--- config.mk ---
export PLATFORM = sky130hd
export DESIGN_NAME = unidade_controle
export DESIGN_NICKNAME = d
export VERILOG_FILES = /design/src/rtl/unidade_controle.sv
export SDC_FILE = /design/constraint.sdc
export NUM_CORES = 1
export LEC_CHECK = 0
export BUFFER_PORTS_ARGS = -buffer_cell sky130_fd_sc_hd__buf_2
export CORE_MARGIN = 4
export CORE_UTILIZATION = 35
export CTS_CLUSTER_SIZE = 12
export DETAILED_ROUTE_END_ITERATION = 10
export PLACE_DENSITY = 0.63
export SYNTH_ARGS = -nofsm -noshare
export SYNTH_HDL_FRONTEND = slang
export SYNTH_SLANG_ARGS = --single-unit
--- constraint.sdc ---
create_clock -name clk -period 1.5 [get_ports clk]
set_clock_uncertainty 0.1 [all_clocks]
set_input_delay 0.15 -clock clk [delete_from_list [all_inputs] [get_ports clk]]
set_output_delay 0.15 -clock clk [all_outputs]
set_load 0.03 [all_outputs]
--- src/rtl/unidade_controle.sv ---
// unidade_controle: multi-cycle fetch/decode/execute/write control FSM.
// Fetches the word on instrucao, decodes it and drives the datapath enables.
// Optional feature macro: UC_PERF_CNT_EN adds the retired-instruction counter
// output instr_count[CNT_W-1:0]. Without it the port and counter are absent.
//
// state   | meaning
// --------+---------------------------------------------------
// OCIOSO  | idle, waiting for iniciar
// BUSCA   | latch instrucao into IR
// DECOD   | classify IR: zero word, illegal, or valid
// EXEC    | drive ALU controls from IR
// ESCRITA | one-cycle write enable plus pc_en, then next fetch
// HALT    | absorbing stop after an all-zero word
// ERRO    | absorbing stop after an illegal encoding
module unidade_controle #(
    parameter int INSTR_W = 32
`ifdef UC_PERF_CNT_EN
    ,
    parameter int CNT_W = 32
`endif
) (
    input  logic               clk,
    input  logic               reset,
    input  logic               iniciar,
    input  logic [INSTR_W-1:0] instrucao,
    output logic               pc_en,
    output logic               load_en,
    output logic               store_en,
    output logic [1:0]         op_ula,
    output logic               operation_type,
    output logic               ula_entry,
    output logic               parado,
    output logic               erro,
    output logic [2:0]         estado
`ifdef UC_PERF_CNT_EN
    ,
    output logic [CNT_W-1:0]   instr_count
`endif
);

    typedef enum logic [2:0] {
        OCIOSO  = 3'd0,
        BUSCA   = 3'd1,
        DECOD   = 3'd2,
        EXEC    = 3'd3,
        ESCRITA = 3'd4,
        HALT    = 3'd5,
        ERRO    = 3'd6
    } state_t;

    localparam logic [6:0] OPC_LOAD  = 7'b0000011;
    localparam logic [6:0] OPC_STORE = 7'b0100011;
    localparam logic [6:0] OPC_REG   = 7'b0110011;
    localparam logic [6:0] OPC_IMM   = 7'b0010011;

    state_t             state, state_nxt;
    logic [INSTR_W-1:0] ir;

    logic [6:0] opcode;
    logic [2:0] funct3;
    logic [6:0] funct7;
    logic       is_ld, is_sd, is_add, is_sub, is_addi, is_subi;
    logic       is_valid, is_arith, is_sub_op;

    assign opcode = ir[6:0];
    assign funct3 = ir[14:12];
    assign funct7 = ir[31:25];

    // Instruction classification from the latched IR
    always_comb begin
        is_ld   = (opcode == OPC_LOAD)  && (funct3 == 3'b011);
        is_sd   = (opcode == OPC_STORE) && (funct3 == 3'b011);
        is_add  = (opcode == OPC_REG)   && (funct3 == 3'b000) && (funct7 == 7'b0000000);
        is_sub  = (opcode == OPC_REG)   && (funct3 == 3'b000) && (funct7 == 7'b0100000);
        is_addi = (opcode == OPC_IMM)   && (funct3 == 3'b000);
        is_subi = (opcode == OPC_IMM)   && (funct3 == 3'b010);
        is_valid  = is_ld | is_sd | is_add | is_sub | is_addi | is_subi;
        is_arith  = is_add | is_sub | is_addi | is_subi;
        is_sub_op = is_sub | is_subi;
    end

    // State register and instruction register
    always_ff @(posedge clk) begin
        if (reset) begin
            state <= OCIOSO;
            ir    <= '0;
        end else begin
            state <= state_nxt;
            if (state == BUSCA) begin
                ir <= instrucao;
            end
        end
    end

    // Next-state and output decode
    always_comb begin
        state_nxt      = state;
        pc_en          = 1'b0;
        load_en        = 1'b0;
        store_en       = 1'b0;
        op_ula         = 2'b00;
        operation_type = 1'b0;
        ula_entry      = 1'b0;
        parado         = 1'b0;
        erro           = 1'b0;
        case (state)
            OCIOSO: begin
                parado = 1'b1;
                if (iniciar) begin
                    state_nxt = BUSCA;
                end
            end
            BUSCA: begin
                state_nxt = DECOD;
            end
            DECOD: begin
                if (ir == '0) begin
                    state_nxt = HALT;
                end else if (!is_valid) begin
                    state_nxt = ERRO;
                end else begin
                    state_nxt = EXEC;
                end
            end
            EXEC: begin
                op_ula         = is_sub_op ? 2'b00 : 2'b01;
                operation_type = is_arith;
                ula_entry      = is_sd | is_add | is_sub;
                state_nxt      = ESCRITA;
            end
            ESCRITA: begin
                op_ula         = is_sub_op ? 2'b00 : 2'b01;
                operation_type = is_arith;
                ula_entry      = is_sd | is_add | is_sub;
                load_en        = ~is_sd;
                store_en       = is_sd;
                pc_en          = 1'b1;
                state_nxt      = BUSCA;
            end
            HALT: begin
                parado = 1'b1;
            end
            ERRO: begin
                parado = 1'b1;
                erro   = 1'b1;
            end
            default: begin
                // Unused encoding: fail safe into the error trap.
                state_nxt = ERRO;
            end
        endcase
    end

    assign estado = state;

`ifdef UC_PERF_CNT_EN
    logic [CNT_W-1:0] cnt;

    // Retired-instruction counter, one step per ESCRITA cycle, wraps naturally
    always_ff @(posedge clk) begin
        if (reset) begin
            cnt <= '0;
        end else if (state == ESCRITA) begin
            cnt <= cnt + 1'b1;
        end
    end

    assign instr_count = cnt;
`endif

endmodule

==> reports/results.ini, run 1 <==
[power_and_ir_drop]
leakage_nw = 0.8673
power_mw = 3.503
peakVddDrop_mv = 0.7261
pwr_density_cell_nw_per_um2 = 1571

[yosys]
synth_ff_type = dfxtp_1
syn_nets = 232
synth_edf_count = 0
synth.avg_cell_area_um2 = 7.545
synth_area_leaders = dfxtp_1 (47%), nand2_1 (17%), a21oi_1 (13%)
yosysUniqueCellTypes = 29
yosysMostFrequentCell = nand2_1
synth_area_um2 = 1486
ys_seq_area_share_pct = 47.14
yosys-top-cells-count = nand2_1 (68), a21oi_1 (38), dfxtp_1 (35), clkbuf_1 (8), nor2_1 (6)
syn_inst = 197
synthArstFlopShare_pct = 0
yosysTopAreaCell = dfxtp_1
ys_ff_latch = 35
yosys_warnings = 0
synth_top_area_share_pct = 47.14

[setup_path]
worst_ep_required_time_ns = 1.25
path_class = flop to output pin
worstReg2RegStart = ir[2]$_SDFFE_PP0P_
cp-start-kind = flop
critPathLaunch = ir[2]$_SDFFE_PP0P_
r2r_end = estado[0]$_SDFFE_PP0P_
crit_path_end_kind = output pin
worst-r2r-cell-count = 4
cp-endpoint = ula_entry
crit_fanout = 3
arrival_ns = 1.79
rrSetupSlack_ns = -0.26

[status]
status = finished, violations left
violations = negative setup slack

[floorplan]
ios = 47
core_area_um2 = 4058
fp.dieH_um = 73.17
row_count = 23
die_x_um = 73.17
die_area_um2 = 5354
initial_core_util_pct = 36.63

[route]
drt_pass1_iterations = 4
drt_iter0_drc = 39
antenna_left = 0
avgRoutedWirePerCell_um = 12.27
vias = 1530
wl_um = 3840
via_per_inst = 4.888
drc = 0

[timing]
period_needed_ns = 2.039
finalHoldViolations = 0
grt_setup_unrepaired = yes
post-route-period-util_pct = 135.9
fin_tns_setup_ns = -3.098
fmax_mhz = 490.5
setup_ws_ns = -0.5388
finalSetupViolCount = 8
maxSlewViolCount = 0

[place]
numPortBuffers = 45
place_inst = 295
dp_hpwl_um = 2698
place.gp.congestion = 0.7237
place_area_um2 = 1969

[finish]
fin_cells = 313
final_util_pct = 54.95
drive_gt1_share_pct = 37.26
fin_nets = 298
area_growth_pct = 50.00
fin_area_um2 = 2230
antennaDiodeCount = 0
fill_cells = 385

[clock_network]
cts_max_level = 2
clockBufferDepth = 2
cts_tree = yes
clk_pin_slew_ns = 0.07
root_buffer = clkbuf_8
numCtsBuffers = 5
numClockSinks = 35
insertion_delay_ns = 0.28

[grt]
grt_usage_pct = 15.11
grt_max_degree = 36
antenna_found_initial = 0
overflow = 0
grt_pass1_vias = 1397
grt_first_pass_wirelength_um = 6265

[worst_hold_path]
hp-class = primary input to flop

[job]
max-cap-violations = 0

[cell type report]
class	instances	area (µm²)	share of cell area (%)
multi-input cells	147	845.8	37.93
clock buffers	6	82.58	3.704
inverters	2	7.507	0.3367
well taps	50	62.56	2.806
clock inverters	1	5.005	0.2245
flip-flops and latches	35	710.7	31.87
repair buffers	72	515.5	23.12
[state kept, by name, indices dropped and copies added, names as in the netlist]
name    cells
estado      3
ir         32
[worst max-delay path, cell delays in order, from the launching register on]
cell     delay, ns
dfxtp_2       0.33
or4b_4        0.54
nor3_4        0.15
nand4_1       0.17
a21oi_4       0.18
buf_6         0.14
[where the power goes]
group	internal (mW)	switching [mW]
Clock	0.360	0.320
Combinational	0.739	0.771
Sequential	1.16	0.154
[per-layer routing]
metal	wire length, µm	GRT usage (%)
met2	1786	24.93
met4	88	5.943
met1	1749	18.36
met5	0	0
met3	215	4.408
[timing repair]
item                                   CTS  global route
endpoints found under the hold margin    7             0
buffers inserted                         1             3
pin swaps                                7             5
gates cloned                             0             0
setup endpoints to repair                9            17
resized for setup                       12            13
hold buffers                             7             0
[per-stage QoR]
stage / hold slack, ns / worst slack [ns]
global route: 0.003891 / -0.6074
CTS: 0.001185 / -0.5607
global placement: 0.2940 / -0.2987
detailed placement: 0.2957 / -0.3351
finish: 0.001654 / -0.5388
floorplan: 0.1860 / -0.2522
[how the worst min path moves through the flow]
stage	startpoint	end	slack, ns	cells after the start
floorplan	instrucao[10]	ir[10]$_SDFFE_PP0P_	0.19	2
global placement	instrucao[17]	ir[17]$_SDFFE_PP0P_	0.29	3
detailed placement	instrucao[8]	ir[8]$_SDFFE_PP0P_	0.30	3
CTS	instrucao[28]	ir[28]$_SDFFE_PP0P_	0.001	3
global route	instrucao[26]	ir[26]$_SDFFE_PP0P_	0.004	3
finish	instrucao[18]	ir[18]$_SDFFE_PP0P_	0.002	3
[cell families (layout without fill, tap and decap cells)]
kind of cell / after synthesis / after routing / synth area share, %
buffers and inverters: 15 / 81 / 4.293
AOI/OAI and AO/OA: 46 / 46 / 17.59
other: 1 / 1 / 0.2523
and+or+nand+nor: 100 / 100 / 30.72
DFF: 35 / 35 / 47.14
[layout by cell type, fill, tap and decap left out, drive strengths merged, types with 2 or more instances in the layout]
| master | n |
|---|---|
| nand2b | 2 |
| nor4 | 5 |
| inv | 2 |
| nor3 | 7 |
| buf | 65 |
| nand2 | 68 |
| o31a | 2 |
| clkbuf | 6 |
| dlygate4sd3 | 7 |
| dfxtp | 35 |
| a21oi | 38 |
| o21ai | 2 |
| nand4 | 4 |
| or3 | 2 |
| nor2 | 6 |
No activity file was read; power rests on OpenSTA's default activity.
==> inputs of run 2 (changes only) <==
==> constraint.sdc (replaced) <==
create_clock -name clk -period 1.5 [get_ports clk]
set_clock_uncertainty 0.1 [all_clocks]
set_input_delay 0.225 -clock clk [delete_from_list [all_inputs] [get_ports clk]]
set_output_delay 0.225 -clock clk [all_outputs]
set_load 0.03 [all_outputs]
==> reports/results.ini, run 2 (synthesis results as in run 1) <==
[finish]
final_util_pct = 56.52  ; +1.6 points
largest_reg_flops = 32  ; unchanged
final_cell_mix = nand2_1 (66), buf_2 (38), a21oi_1 (36)
drive_gt1_share_pct = 41.98  ; +4.7 points
area_growth_pct = 54.29
fill_cells = 394  ; +2.3%
fin_nets = 296  ; -0.67%
fin_cells = 312  ; -0.32%
final_common_cell = nand2_1
regMostFlops = ir
antennaDiodeCount = 0  ; unchanged

[power_and_ir_drop]
pwr_density_cell_nw_per_um2 = 1611  ; +2.5%
peakVddDrop_mv = 0.7891  ; +8.7%
power_mw = 3.695  ; +5.5%
leakage_nw = 0.8755  ; +0.94%

[clock_network]
numCtsBuffers = 5  ; unchanged
clockBufferDepth = 2  ; unchanged
cts_tree = yes
root_buffer = clkbuf_8
clk_pin_slew_ns = 0.07  ; about the same
cts_max_level = 2  ; unchanged
ctsHoldBuffers = 0  ; -7
numClockSinks = 35  ; unchanged
insertion_delay_ns = 0.28  ; about the same

[route]
drc = 0  ; unchanged
antenna_left = 0  ; unchanged
vias = 1514  ; -1.0%
drt_iter0_drc = 66  ; +69%
avgRoutedWirePerCell_um = 12.45  ; +1.4%
via_per_inst = 4.853  ; -0.73%
wl_um = 3883  ; +1.1%
drt_pass1_iterations = 4  ; unchanged

[status]
violations = negative setup slack
status = finished, violations left

[worst_hold_path]
hold_start = instrucao[18]
hp-class = primary input to flop

[timing]
finalHoldViolations = 0  ; unchanged
maxSlewViolCount = 0  ; unchanged
period_needed_ns = 2.126  ; +0.08765 ns
finalSetupViolCount = 9  ; +1
timing.hold.ws_ns = 0.07951  ; +0.07785 ns
fmax_mhz = 470.3  ; -4.1%
setup_ws_ns = -0.6265  ; -0.08765 ns
post-route-period-util_pct = 141.8  ; +5.8 points
grt_setup_unrepaired = yes

[setup_path]
worstReg2RegStart = ir[2]$_SDFFE_PP0P_
worst_ep_required_time_ns = 1.17  ; -0.08 ns
cp-endpoint = ula_entry
crit_path_end_kind = output pin
r2r_end = estado[0]$_SDFFE_PP0P_
path_class = flop to output pin
arrival_ns = 1.80  ; about the same
crit_fanout = 3  ; unchanged
worst-r2r-cell-count = 4  ; unchanged
cp-start-kind = flop
rrSetupSlack_ns = -0.34  ; -0.08 ns
critPathLaunch = ir[2]$_SDFFE_PP0P_

[grt]
grtUsageMet2_pct = 25.92  ; +0.99 points
top_usage_layer = met2
grt_usage_pct = 15.41  ; +0.31 points
use_met1_pct = 18.95  ; +0.59 points
grt_first_pass_wirelength_um = 6368  ; +1.6%
antenna_found_initial = 0  ; unchanged
overflow = 0  ; unchanged
grt_max_degree = 36  ; unchanged
grt_util_met3_pct = 4.270  ; -0.14 points
grt_pass1_vias = 1477  ; +5.7%

[place]
numPortBuffers = 45  ; unchanged
dp_hpwl_um = 2774  ; +2.8%
place.gp.congestion = 0.8143  ; +13%
place_inst = 297  ; +0.68%
place_worst_setup_slack_ns = -0.4162  ; -0.08115 ns

[floorplan]
die_area_um2 = 5354  ; unchanged
die_x_um = 73.17  ; unchanged
fp.dieH_um = 73.17  ; unchanged
row_count = 23  ; unchanged
ios = 47  ; unchanged
core_area_um2 = 4058  ; unchanged
initial_core_util_pct = 36.63  ; unchanged

[job]
max-cap-violations = 0  ; unchanged

run 2: changes by cell type in the layout (fill, tap and decap cells not counted), moves of 2 or more:
cell / before / now
nor4_1: 4 / 1
nor4_2: 0 / 3
clkbuf_1: 0 / 2
o21ai_1: 2 / 0
dlygate4sd3_1: 7 / 0
buf_6: 8 / 14
run 2: metrics by stage:
step	TNS, ns	cell area [µm²]
floorplan	-1.510	1595
global placement	-1.984	1988
detailed placement	-2.095	1988
CTS	-3.727	2193
global route	-4.064	2293
finish	-3.512	2293
run 2: worst min-delay path by stage:
stage                                     end  slack [ns]  cells past startpoint
after CTS                 ir[21]$_SDFFE_PP0P_        0.07                      3
after global routing      ir[29]$_SDFFE_PP0P_        0.07                      3
after detailed placement  ir[19]$_SDFFE_PP0P_        0.35                      2
final                     ir[18]$_SDFFE_PP0P_        0.08                      3
after global placement    ir[25]$_SDFFE_PP0P_        0.34                      2
after floorplan           ir[10]$_SDFFE_PP0P_        0.26                      2
run 2: layout make-up:
| cell class | count | area (µm²) | share of cell area, % |
|---|---|---|---|
| Multi-Input combinational cell | 147 | 915.9 | 39.93 |
| Sequential cell | 35 | 714.4 | 31.15 |
| Timing Repair Buffer | 70 | 508.0 | 22.15 |
| Clock buffer | 7 | 76.32 | 3.328 |
| Tap cell | 50 | 62.56 | 2.728 |
| Inverter | 2 | 11.26 | 0.4910 |
| Clock inverter | 1 | 5.005 | 0.2182 |
run 2: routing by layer:
layer	vias to the layer above	routed length, µm
li1	795	-
met1	680	1706
met2	34	1920
met3	5	226
met4	0	30
met5	-	0
run 2: critical path, stage by stage, from the launching register on:
cell	delay [ns]
dfxtp_2	0.33
or4_4	0.55
nor3_4	0.22
nand2_2	0.13
a21oi_4	0.17
buf_6	0.14
run 2: where the power goes:
group          switching [mW]  internal, mW  leakage [nW]
combinational           0.868         0.857         0.546
sequential              0.170          1.17         0.287
clock                   0.308         0.325        0.0422
run 2: timing repair:
action,4_1_cts,5_1_grt
pin swaps,5,14
setup buffers,4,3
resized for setup,26,16
endpoints found under the setup margin,10,15
==> inputs of run 3 (changes only) <==
Settings changed: CAP_MARGIN set to 30, RECOVER_POWER set to 50.
==> reports/results.ini, run 3 (synthesis results as in run 1) <==
[setup_path]
cp-start-kind = flop
critPathMaxStageDelay_ns = 0.55  ; about the same
worst_ep_required_time_ns = 1.17  ; about the same
critPathSlowestCell = or4_4
crit_path_end_kind = output pin
arrival_ns = 1.80  ; about the same
path_cells = or4_4, nor3_4, nand2_2, a21oi_4, buf_6
crit_fanout = 3  ; unchanged
path_class = flop to output pin

[clock_network]
clk_pin_slew_ns = 0.07  ; about the same
clockBufferDepth = 2  ; unchanged
cts_max_level = 2  ; unchanged
numClockSinks = 35  ; unchanged
cts_tree = yes
insertion_delay_ns = 0.28  ; about the same
root_buffer = clkbuf_8
numCtsBuffers = 5  ; unchanged

[finish]
area_growth_pct = 52.52
regMostFlops = ir
final_common_cell = nand2_1
drive_gt1_share_pct = 41.60  ; -0.38 points
antennaDiodeCount = 0  ; unchanged
largest_reg_flops = 32  ; unchanged
fin_nets = 296  ; unchanged
fill_cells = 400  ; +1.5%
fin_area_um2 = 2267  ; -1.1%
fin_cells = 312  ; unchanged
final_cell_mix = nand2_1 (66), a21oi_1 (36), buf_2 (35)

[job]
max-cap-violations = 0  ; unchanged

[timing]
finalSetupViolCount = 10  ; +1
finalHoldViolations = 0  ; unchanged
period_needed_ns = 2.128  ; +0.001434 ns
grt_setup_unrepaired = yes
setup_ws_ns = -0.6279  ; -0.001434 ns
timing.hold.ws_ns = 0.07915  ; -0.0003543 ns
fin_tns_setup_ns = -3.531  ; -0.01846 ns
post-route-period-util_pct = 141.9  ; about the same
maxSlewViolCount = 0  ; unchanged
fmax_mhz = 469.9  ; about the same

[power_and_ir_drop]
pwr_density_cell_nw_per_um2 = 1612  ; about the same
leakage_nw = 0.8613  ; -1.6%
peakVddDrop_mv = 0.7867  ; -0.30%

[status]
violations = negative setup slack
status = finished, violations left

[grt]
grt_first_pass_wirelength_um = 6368  ; unchanged
grt_usage_pct = 15.41  ; unchanged
grt_pass1_vias = 1477  ; unchanged
overflow = 0  ; unchanged
antenna_found_initial = 0  ; unchanged
grt_max_degree = 36  ; unchanged

[floorplan]
core_area_um2 = 4058  ; unchanged
ios = 47  ; unchanged
die_x_um = 73.17  ; unchanged
die_area_um2 = 5354  ; unchanged
fp.dieH_um = 73.17  ; unchanged
row_count = 23  ; unchanged
initial_core_util_pct = 36.63  ; unchanged

[route]
drt_pass1_iterations = 4  ; unchanged
antenna_left = 0  ; unchanged
drt_iter0_drc = 57  ; -14%
wl_um = 3864  ; -0.49%
vias = 1519  ; +0.33%
drc = 0  ; unchanged
via_per_inst = 4.869  ; +0.33%
avgRoutedWirePerCell_um = 12.38  ; -0.49%

[place]
place_area_um2 = 1988  ; unchanged
numPortBuffers = 45  ; unchanged
place.gp.congestion = 0.8143  ; unchanged
place_inst = 297  ; unchanged
dp_hpwl_um = 2774  ; unchanged

[worst_hold_path]
hp-class = primary input to flop

==> run 3: through the flow <==
| step | util (%) | setup slack, ns | power (mW) |
|---|---|---|---|
| floorplan | - | -0.3272 | 2.189 |
| global placement | 49.00 | -0.3862 | 2.648 |
| detailed placement | 49.00 | -0.4162 | 2.664 |
| CTS | 54.05 | -0.6753 | 3.490 |
| global route | 55.87 | -0.6969 | 3.903 |
| finish | 55.87 | -0.6279 | 3.655 |
==> run 3: final timing paths <==
check	start	end	slack (ns)	cells after the start
setup / recovery	ir[2]$_SDFFE_PP0P_	ula_entry	-0.63	5
hold / removal	instrucao[21]	ir[21]$_SDFFE_PP0P_	0.08	3
setup reg to reg	ir[2]$_SDFFE_PP0P_	estado[0]$_SDFFE_PP0P_	-0.33	4
hold reg to reg	ir[11]$_SDFFE_PP0P_	ir[11]$_SDFFE_PP0P_	0.36	2
==> run 3: power by group <==
part	total (mW)	switching, mW	internal [mW]
sequential	1.33	0.168	1.17
combinational	1.68	0.862	0.822
clock	0.637	0.312	0.325
==> run 3: layer usage <==
layer  wire length, µm  GRT usage (%)  share of wire, %
met1              1699          18.95                44
met4                29          4.918              0.75
met5                 0              0                 0
met2              1916          25.92                50
met3               218          4.270               5.6
==> run 3: worst max-delay path, delay by kind of cell, from the launching register on <==
kind	cells	cell delay (ns)
AND/OR/NAND/NOR	3	0.89
AO/OA/AOI/OAI	1	0.17
buffers and inverters	1	0.14
flip-flops	1	0.32
==> run 3: area by class of cell <==
class                   count  area (µm²)  area share (%)
flip-flops and latches     35       714.4           31.51
repair buffers             70       481.7           21.25
inverters                   2       11.26          0.4967
clock inverters             1       5.005          0.2208
multi-input cells         147       915.9           40.40
clock buffers               7       76.32           3.366
well taps                  50       62.56           2.759
==> run 3: timing repair <==
| item | CTS | global route |
|---|---|---|
| pin swaps | 5 | 14 |
| resized for setup | 26 | 16 |
| setup buffers | 4 | 3 |
| endpoints found under the hold margin | 0 | 0 |
| hold buffers | 0 | 0 |
| setup endpoints to repair | 10 | 15 |
